File: src/rtl/mdu_ctrl_pkg.sv
// Shared encodings for the multiply/divide sequencer: operation codes,
// FSM states and the default operand width.
package mdu_pkg;

    localparam int MDU_XLEN = 32;

    typedef enum logic [2:0] {
        MDU_NOP   = 3'd0,
        MDU_MULT  = 3'd1,
        MDU_MULTU = 3'd2,
        MDU_DIV   = 3'd3,
        MDU_DIVU  = 3'd4,
        MDU_MTHI  = 3'd5,
        MDU_MTLO  = 3'd6,
        MDU_RSVD  = 3'd7
    } mdu_op_e;

    typedef enum logic [1:0] {
        S_IDLE = 2'd0,
        S_RUN  = 2'd1,
        S_FIX  = 2'd2
    } mdu_state_e;

    function automatic logic op_is_muldiv(input mdu_op_e op);
        return (op == MDU_MULT) || (op == MDU_MULTU) || (op == MDU_DIV) || (op == MDU_DIVU);
    endfunction

    function automatic logic op_is_div(input mdu_op_e op);
        return (op == MDU_DIV) || (op == MDU_DIVU);
    endfunction

    function automatic logic op_is_signed(input mdu_op_e op);
        return (op == MDU_MULT) || (op == MDU_DIV);
    endfunction

endpackage

File: src/rtl/mdu_ctrl_if.sv
// EX-stage to mul/div unit bus: op request in, HI/LO and pipeline status out.
interface mdu_ctrl_if import mdu_pkg::*; #(
    parameter int XLEN = MDU_XLEN
);
    logic            start;
    logic [2:0]      op;
    logic [XLEN-1:0] x;
    logic [XLEN-1:0] y;
    logic            flush;
    logic            rd_hilo;
    logic [XLEN-1:0] hi;
    logic [XLEN-1:0] lo;
    logic            busy;
    logic            done;
    logic            stall;

    modport master (
        output start, op, x, y, flush, rd_hilo,
        input  hi, lo, busy, done, stall
    );

    modport slave (
        input  start, op, x, y, flush, rd_hilo,
        output hi, lo, busy, done, stall
    );
endinterface

File: src/rtl/mdu_divstep.sv
// One restoring-division step: shift in the next dividend bit, trial-subtract
// the divisor, keep the difference when it does not borrow.
module mdu_divstep import mdu_pkg::*; #(
    parameter int XLEN = MDU_XLEN
) (
    input  logic [XLEN-1:0] rem_i,
    input  logic            bit_i,
    input  logic [XLEN-1:0] div_i,
    output logic [XLEN:0]   rem_o,
    output logic            q_o
);
    logic [XLEN:0]   shifted;
    logic [XLEN+1:0] diff;

    always_comb begin
        shifted = {rem_i, bit_i};
        diff    = {1'b0, shifted} - {2'b00, div_i};
        q_o     = ~diff[XLEN+1];
        rem_o   = q_o ? diff[XLEN:0] : shifted;
    end
endmodule

File: src/rtl/mdu_ctrl.sv
// Iterative multiply/divide sequencer owning the architectural HI/LO registers.
//   state  | meaning
//   S_IDLE | waiting for an op; MTHI/MTLO complete here in one cycle
//   S_RUN  | one shift-add or restoring-divide iteration per edge, XLEN edges
//   S_FIX  | sign correction and HI/LO write, done pulse follows
module mdu_ctrl import mdu_pkg::*; #(
    parameter int              XLEN    = MDU_XLEN,
    parameter logic [XLEN-1:0] DIV0_LO = {XLEN{1'b1}}
) (
    input logic        clk,
    input logic        rst_n,
    mdu_ctrl_if.slave  bus
);
    localparam int CW = $clog2(XLEN);
    localparam int AW = 2*XLEN + 1;

    mdu_state_e      state_q;
    logic [CW-1:0]   cnt_q;
    logic [AW-1:0]   acc_q;
    logic [XLEN-1:0] b_q;
    logic [XLEN-1:0] x_q;
    logic [XLEN-1:0] hi_q;
    logic [XLEN-1:0] lo_q;
    logic            is_div_q;
    logic            neg_q;
    logic            rneg_q;
    logic            div0_q;
    logic            busy_q;
    logic            done_q;

    mdu_op_e         op_in;
    logic            sgn;
    logic            xs;
    logic            ys;
    logic            accept;
    logic [XLEN-1:0] x_mag;
    logic [XLEN-1:0] y_mag;
    logic [XLEN:0]   mul_sum;
    logic [AW-1:0]   mul_next;
    logic [AW-1:0]   div_next;
    logic [XLEN:0]   rem_nx;
    logic            q_bit;
    logic [2*XLEN-1:0] prod_fix;
    logic [XLEN-1:0] quo_fix;
    logic [XLEN-1:0] rem_fix;

    always_comb begin
        op_in  = mdu_op_e'(bus.op);
        sgn    = op_is_signed(op_in);
        xs     = sgn & bus.x[XLEN-1];
        ys     = sgn & bus.y[XLEN-1];
        x_mag  = xs ? -bus.x : bus.x;
        y_mag  = ys ? -bus.y : bus.y;
        accept = bus.start & ~bus.flush & (state_q == S_IDLE);
    end

    mdu_divstep #(.XLEN(XLEN)) u_divstep (
        .rem_i (acc_q[2*XLEN-1:XLEN]),
        .bit_i (acc_q[XLEN-1]),
        .div_i (b_q),
        .rem_o (rem_nx),
        .q_o   (q_bit)
    );

    // Multiply keeps the multiplier in the low half and shifts the product in from the top.
    always_comb begin
        mul_sum  = acc_q[AW-1:XLEN] + (acc_q[0] ? {1'b0, b_q} : '0);
        mul_next = {1'b0, mul_sum, acc_q[XLEN-1:1]};
        div_next = {rem_nx, acc_q[XLEN-2:0], q_bit};
        prod_fix = neg_q  ? -acc_q[2*XLEN-1:0]    : acc_q[2*XLEN-1:0];
        quo_fix  = neg_q  ? -acc_q[XLEN-1:0]      : acc_q[XLEN-1:0];
        rem_fix  = rneg_q ? -acc_q[2*XLEN-1:XLEN] : acc_q[2*XLEN-1:XLEN];
    end

    always_ff @(posedge clk or negedge rst_n) begin
        if (!rst_n) begin
            state_q  <= S_IDLE;
            cnt_q    <= '0;
            acc_q    <= '0;
            b_q      <= '0;
            x_q      <= '0;
            hi_q     <= '0;
            lo_q     <= '0;
            is_div_q <= 1'b0;
            neg_q    <= 1'b0;
            rneg_q   <= 1'b0;
            div0_q   <= 1'b0;
            busy_q   <= 1'b0;
            done_q   <= 1'b0;
        end else begin
            done_q <= 1'b0;
            case (state_q)
                S_IDLE: begin
                    if (accept) begin
                        if (op_is_muldiv(op_in)) begin
                            state_q  <= S_RUN;
                            busy_q   <= 1'b1;
                            cnt_q    <= '0;
                            is_div_q <= op_is_div(op_in);
                            neg_q    <= xs ^ ys;
                            rneg_q   <= xs;
                            div0_q   <= (bus.y == '0);
                            x_q      <= bus.x;
                            if (op_is_div(op_in)) begin
                                acc_q <= {{(XLEN+1){1'b0}}, x_mag};
                                b_q   <= y_mag;
                            end else begin
                                acc_q <= {{(XLEN+1){1'b0}}, y_mag};
                                b_q   <= x_mag;
                            end
                        end else if (op_in == MDU_MTHI) begin
                            hi_q <= bus.x;
                        end else if (op_in == MDU_MTLO) begin
                            lo_q <= bus.x;
                        end
                    end
                end
                S_RUN: begin
                    if (bus.flush) begin
                        state_q <= S_IDLE;
                        busy_q  <= 1'b0;
                    end else begin
                        acc_q <= is_div_q ? div_next : mul_next;
                        cnt_q <= cnt_q + CW'(1);
                        if (cnt_q == CW'(XLEN-1)) begin
                            state_q <= S_FIX;
                        end
                    end
                end
                S_FIX: begin
                    state_q <= S_IDLE;
                    busy_q  <= 1'b0;
                    // A squash arriving on the write edge still wins.
                    if (!bus.flush) begin
                        done_q <= 1'b1;
                        if (!is_div_q) begin
                            {hi_q, lo_q} <= prod_fix;
                        end else if (div0_q) begin
                            hi_q <= x_q;
                            lo_q <= DIV0_LO;
                        end else begin
                            hi_q <= rem_fix;
                            lo_q <= quo_fix;
                        end
                    end
                end
                default: begin
                    state_q <= S_IDLE;
                    busy_q  <= 1'b0;
                end
            endcase
        end
    end

    assign bus.hi    = hi_q;
    assign bus.lo    = lo_q;
    assign bus.busy  = busy_q;
    assign bus.done  = done_q;
    assign bus.stall = busy_q & (bus.start | bus.rd_hilo);
endmodule

File: src/flat_wrapper.sv
// flat-port wrapper written by rule: the top's interface ports become plain ports
module mdu_ctrl_flat import mdu_pkg::*;
#(
    parameter int              XLEN    = MDU_XLEN,
    parameter logic [XLEN-1:0] DIV0_LO = {XLEN{1'b1}}
)
  (clk, rst_n, bus_start, bus_op, bus_x, bus_y, bus_flush, bus_rd_hilo, bus_hi, bus_lo, bus_busy, bus_done, bus_stall);
  mdu_ctrl_if #(.XLEN(XLEN)) bus_i ();
  input logic clk;
  input logic rst_n;
  input wire logic [$bits(bus_i.start)-1:0] bus_start;
  input wire logic [$bits(bus_i.op)-1:0] bus_op;
  input wire logic [$bits(bus_i.x)-1:0] bus_x;
  input wire logic [$bits(bus_i.y)-1:0] bus_y;
  input wire logic [$bits(bus_i.flush)-1:0] bus_flush;
  input wire logic [$bits(bus_i.rd_hilo)-1:0] bus_rd_hilo;
  output wire logic [$bits(bus_i.hi)-1:0] bus_hi;
  output wire logic [$bits(bus_i.lo)-1:0] bus_lo;
  output wire logic [$bits(bus_i.busy)-1:0] bus_busy;
  output wire logic [$bits(bus_i.done)-1:0] bus_done;
  output wire logic [$bits(bus_i.stall)-1:0] bus_stall;
  assign bus_i.start = bus_start;
  assign bus_i.op = bus_op;
  assign bus_i.x = bus_x;
  assign bus_i.y = bus_y;
  assign bus_i.flush = bus_flush;
  assign bus_i.rd_hilo = bus_rd_hilo;
  assign bus_hi = bus_i.hi;
  assign bus_lo = bus_i.lo;
  assign bus_busy = bus_i.busy;
  assign bus_done = bus_i.done;
  assign bus_stall = bus_i.stall;
  mdu_ctrl #(.XLEN(XLEN), .DIV0_LO(DIV0_LO)) u_core (.clk(clk), .rst_n(rst_n), .bus(bus_i));
endmodule
File: config.mk
export PLATFORM = sky130hd
export DESIGN_NAME = mdu_ctrl_flat
export DESIGN_NICKNAME = d
export VERILOG_FILES = /design/src/rtl/mdu_ctrl_pkg.sv /design/src/rtl/mdu_ctrl_if.sv /design/src/rtl/mdu_divstep.sv /design/src/rtl/mdu_ctrl.sv /design/src/flat_wrapper.sv
export SDC_FILE = /design/constraint.sdc
export NUM_CORES = 1
export LEC_CHECK = 0
export CORE_ASPECT_RATIO = 1.4
export CORE_MARGIN = 5
export CORE_UTILIZATION = 50
export CTS_CLUSTER_DIAMETER = 150
export DETAILED_ROUTE_END_ITERATION = 7
export GPL_ROUTABILITY_DRIVEN = 0
export HOLD_SLACK_MARGIN = 0.06
export MAX_ROUTING_LAYER = met4
export PLACE_DENSITY_LB_ADDON = 0.2
export SLEW_MARGIN = 20
export SYNTH_ARGS = -nofsm -noshare
export SYNTH_HDL_FRONTEND = slang
export SYNTH_SLANG_ARGS = --single-unit
export TNS_END_PERCENT = 10
File: constraint.sdc
create_clock -name clk -period 3.83 [get_ports clk]
set_clock_uncertainty 0.2 [all_clocks]
set_input_delay 1.149 -clock clk [delete_from_list [all_inputs] [get_ports clk]]
set_output_delay 1.149 -clock clk [all_outputs]
set_load 0.03 [all_outputs]
==> flow_summary_export.csv <==
group,metric,value,unit
drt,wire_per_inst,22.70,um
critical_path,critPathKind,"input port to flop",
critical_path,cpMaxStageDelayCell,"or4_4",
synth,synth_area,17430,um^2
floorplanning,io-pin-count,139,
clock_tree,htree_levels,1,
critical_path,cp-start-kind,"input port",
drt,drc,0,
drt,drtPass1Iterations,6,
power_and_ir_drop,power.leakage,0.009252,uW
power_and_ir_drop,power,14580,uW
timing,period_minus_slack,3772,ps
timing,timing_hold_violations_final,0,
critical_path,cp.depth,11,
finish,final_layout_size_suffix_gt1_frac,0.1278,
hold_path,worstHoldStart,"u_core.bus.lo[11]",
synth,syn_avg_cell_area,7.668,um^2
clock_tree,clk_path_buf_depth,3,
critical_path,cpPeakStageDelay,540,ps
global_route,antenna_found_initial,0,
placed_design,place_ws,-682.8,ps
finish,multiInputGateArea,11480,um^2
power_and_ir_drop,power.density,680.9,nW/um^2
clock_tree,cts.clk_slew.worst_paths,70,ps
critical_path,path_max_fanout,3,
timing,tightest_slew,1008,ps
clock_tree,cts_buffers,22,
placed_design,placedInstanceArea,20590,um^2
synth,yosysTopAreaCell,"dfrtp_1",
placed_design,io_buffers,138,
hold_path,min_to,"u_core.bus.lo[11]",
finish,diodes,0,
floorplanning,dieArea,38750,um^2
timing,slew_violations,0,
synth,synth_flop_cell,"dfrtp_1",
synth,synth_edf_count,0,
drt,vias,18730,
finish,regArea,5161,um^2
synth,ys_types,84,
placed_design,dp_hpwl,51340,um
finish,fin_area,21420,um^2
critical_path,path_delay_family,"simple AND/OR/NAND/NOR gates",
critical_path,critPathRequiredTime,4060,ps
synth,syn-instance-count,2273,
clock_tree,clk-insertion-delay-late,540,ps
run,cap_violations,0,
drt,vias_per_cell,6.311,
hold_path,hp-class,"flop to flop",
synth,yosys_warnings,0,
drt,drtIter0Drc,2176,
global_route,grt_pass1_vias,18060,
placed_design,placed_cells,2929,
synth,ys_ff_latch,206,
synth,syn-num-nets,2417,
timing,rsz0062_at_grt,"true",
timing,fin_ws,58.37,ps
clock_tree,cts_hold_buf,0,
synth,ys_async_sr_fraction,1.000,
floorplanning,initial_core_util,0.5029,
timing,maxSlewHeadroom,0.3276,
floorplanning,die_w,167.8,um
global_route,grt_pass1_wl,102400,um
timing,fmax,265.1,MHz
hold_path,whs_path_depth,2,
synth,ys_top_cells_by_area,"dfrtp_1 (30%), nand2_1 (8.1%), o21ai_0 (6.1%), xnor2_1 (5.5%), ha_1 (5.0%)",
critical_path,end_kind,"flop",
critical_path,reg2regPathDepth,12,
floorplanning,coreArea,34660,um^2
critical_path,crit_buf_inv,2,
critical_path,crit_arrival,4000,ps
finish,fin_cells,2968,
clock_tree,cts_sinks,206,
drt,drtAntennaViolNets,0,
floorplanning,dieHeight,230.9,um
finish,fin_nets,2642,
global_route,grt-ovfl-total,0,
critical_path,r2r_end,"u_core.acc_q[52]",
floorplanning,num_rows,81,
timing,fin_crit_sh,0.9848,
power_and_ir_drop,ir_drop,0.3936,mV
finish,final_core_util,0.6180,
finish,areaGrowthSynthToFinish,22.89,%
global_route,grt_max_degree,83,
timing,finalSetupViolations,0,
run_status,status,"finished, final reports clean",
critical_path,r2r-start,"u_core.acc_q[0]",
synth,seq_area_frac_synth,0.2958,
critical_path,crit_chain,"clkdlybuf4s50_1, nor3_4, buf_4, nand3_1, or2_2, nand4bb_4, or4_4, nand2_1, xor2_1, a21oi_1, a221o_1",
drt,routed_wl,67390,um
synth,synth_top_area_share,0.2958,
clock_tree,cts_tree,"done",
global_route,grt_usage,0.3410,
clock_tree,root_buffer,"clkbuf_16",
critical_path,ff2ff_setup_slack,190,ps
finish,nFillCells,3029,
==> registers in the layout, summed over array words and instances, names as in the netlist <==
signal           count
u_core.x_q          32
u_core.rneg_q        1
u_core.cnt_q         5
u_core.b_q          32
u_core.neg_q         1
u_core.div0_q        1
u_core.bus.lo       32
u_core.state_q       2
u_core.acc_q        65
u_core.bus.busy      1
u_core.is_div_q      1
u_core.bus.done      1
u_core.bus.hi       32
==> cell type report <==
class / count / area share
well taps: 456 / 0.02664
clock buffers: 25 / 0.02816
flip-flops and latches: 206 / 0.2410
repair buffers: 368 / 0.1512
inverters: 63 / 0.01104
multi-input cells: 1837 / 0.5358
clock inverters: 13 / 0.006192
==> logic make-up (layout without fill, tap and decap cells) <==
logic type,count (synthesis),in the layout,synth area share
AND/OR/NAND/NOR,804,804,0.2088
AO/OA/AOI/OAI,684,684,0.2435
buffers and inverters,230,469,0.05463
flip-flops,206,206,0.2958
XOR/XNOR,203,203,0.1020
multiplexers,74,74,0.04279
adder cells (fa/ha/maj),72,72,0.05255
==> through the flow <==
step                TNS [ps]  hold slack (ps)
detailed placement    -12390            262.2
global placement      -11670            255.6
CTS                        0            278.8
floorplan                  0            236.9
finish                     0            275.4
global route          -105.2            304.5
==> worst min-delay path, cell delays in order, from the launching register on <==
cell and delay (ps):
dfrtp_1 340, nand2_1 50, o21ai_0 60
==> per-layer routing <==
layer / global-route usage / wire, um / vias up
li1: - / - / 8536
met5: - / 0 / -
met4: 0.2355 / 5920 / 0
met1: 0.3970 / 24600 / 8834
met2: 0.5493 / 31360 / 1061
met3: 0.03974 / 5499 / 300
==> Yosys cell counts (4+ instances only) <==
cell / n
o21ai_0: 212
o221ai_1: 12
or2_2: 7
and2_1: 11
xor2_1: 94
o31ai_1: 28
a32oi_1: 4
o211ai_1: 27
and3_1: 15
o22ai_1: 54
nor3_1: 38
mux2i_1: 70
or4_1: 11
nand3_1: 43
nor4_1: 21
o41ai_1: 8
a41oi_1: 6
mux2_2: 4
o21ai_1: 4
nand2b_1: 20
o21a_1: 15
nor2_1: 185
or3_1: 25
buf_6: 9
a21o_1: 32
a221oi_1: 7
buf_2: 11
nand4_1: 11
o311ai_0: 5
nand2_1: 377
buf_1: 11
a211oi_1: 21
a22o_1: 5
o21bai_1: 5
a22oi_1: 15
inv_1: 62
ha_1: 70
clkbuf_1: 134
a221o_1: 5
nor2b_1: 16
dfrtp_1: 206
a21oi_1: 153
a31oi_1: 35
xnor2_1: 109
==> what timing repair did <==
| action | CTS | global route |
|---|---|---|
| pin swaps | 0 | 3 |
| setup endpoints to repair | 4 | 26 |
| gates cloned | 0 | 0 |
| setup buffers | 0 | 1 |
| resized for setup | 2 | 16 |
==> power breakdown <==
part	internal, uW	total, uW	switching, uW
sequential	2760	3560	800
clock	1270	2260	986
combinational	3690	8770	5080
total	7720	14600	6870
==> worst max-delay path by stage <==
stage	endpoint	slack (ps)	from
3_3_place_gp	u_core.acc_q[27]	-700	bus_x[4]
2_1_floorplan	u_core.acc_q[27]	120	bus_y[5]
4_1_cts	u_core.acc_q[27]	20	bus_x[4]
3_5_place_dp	u_core.acc_q[27]	-680	bus_x[4]
6_report	u_core.acc_q[27]	60	bus_x[3]
5_1_grt	u_core.acc_q[28]	-90	bus_y[7]
==> cells in the final DEF, fill, tap and decap left out, types with 70 or more instances in the layout <==
cell / n
dfrtp_1: 203
clkdlybuf4s50_1: 136
a21oi_1: 152
nand2_1: 376
mux2i_1: 70
nor2_1: 184
o21ai_0: 210
buf_4: 220
xnor2_1: 109
ha_1: 70
xor2_1: 94
(Power assumes the default switching activity.)
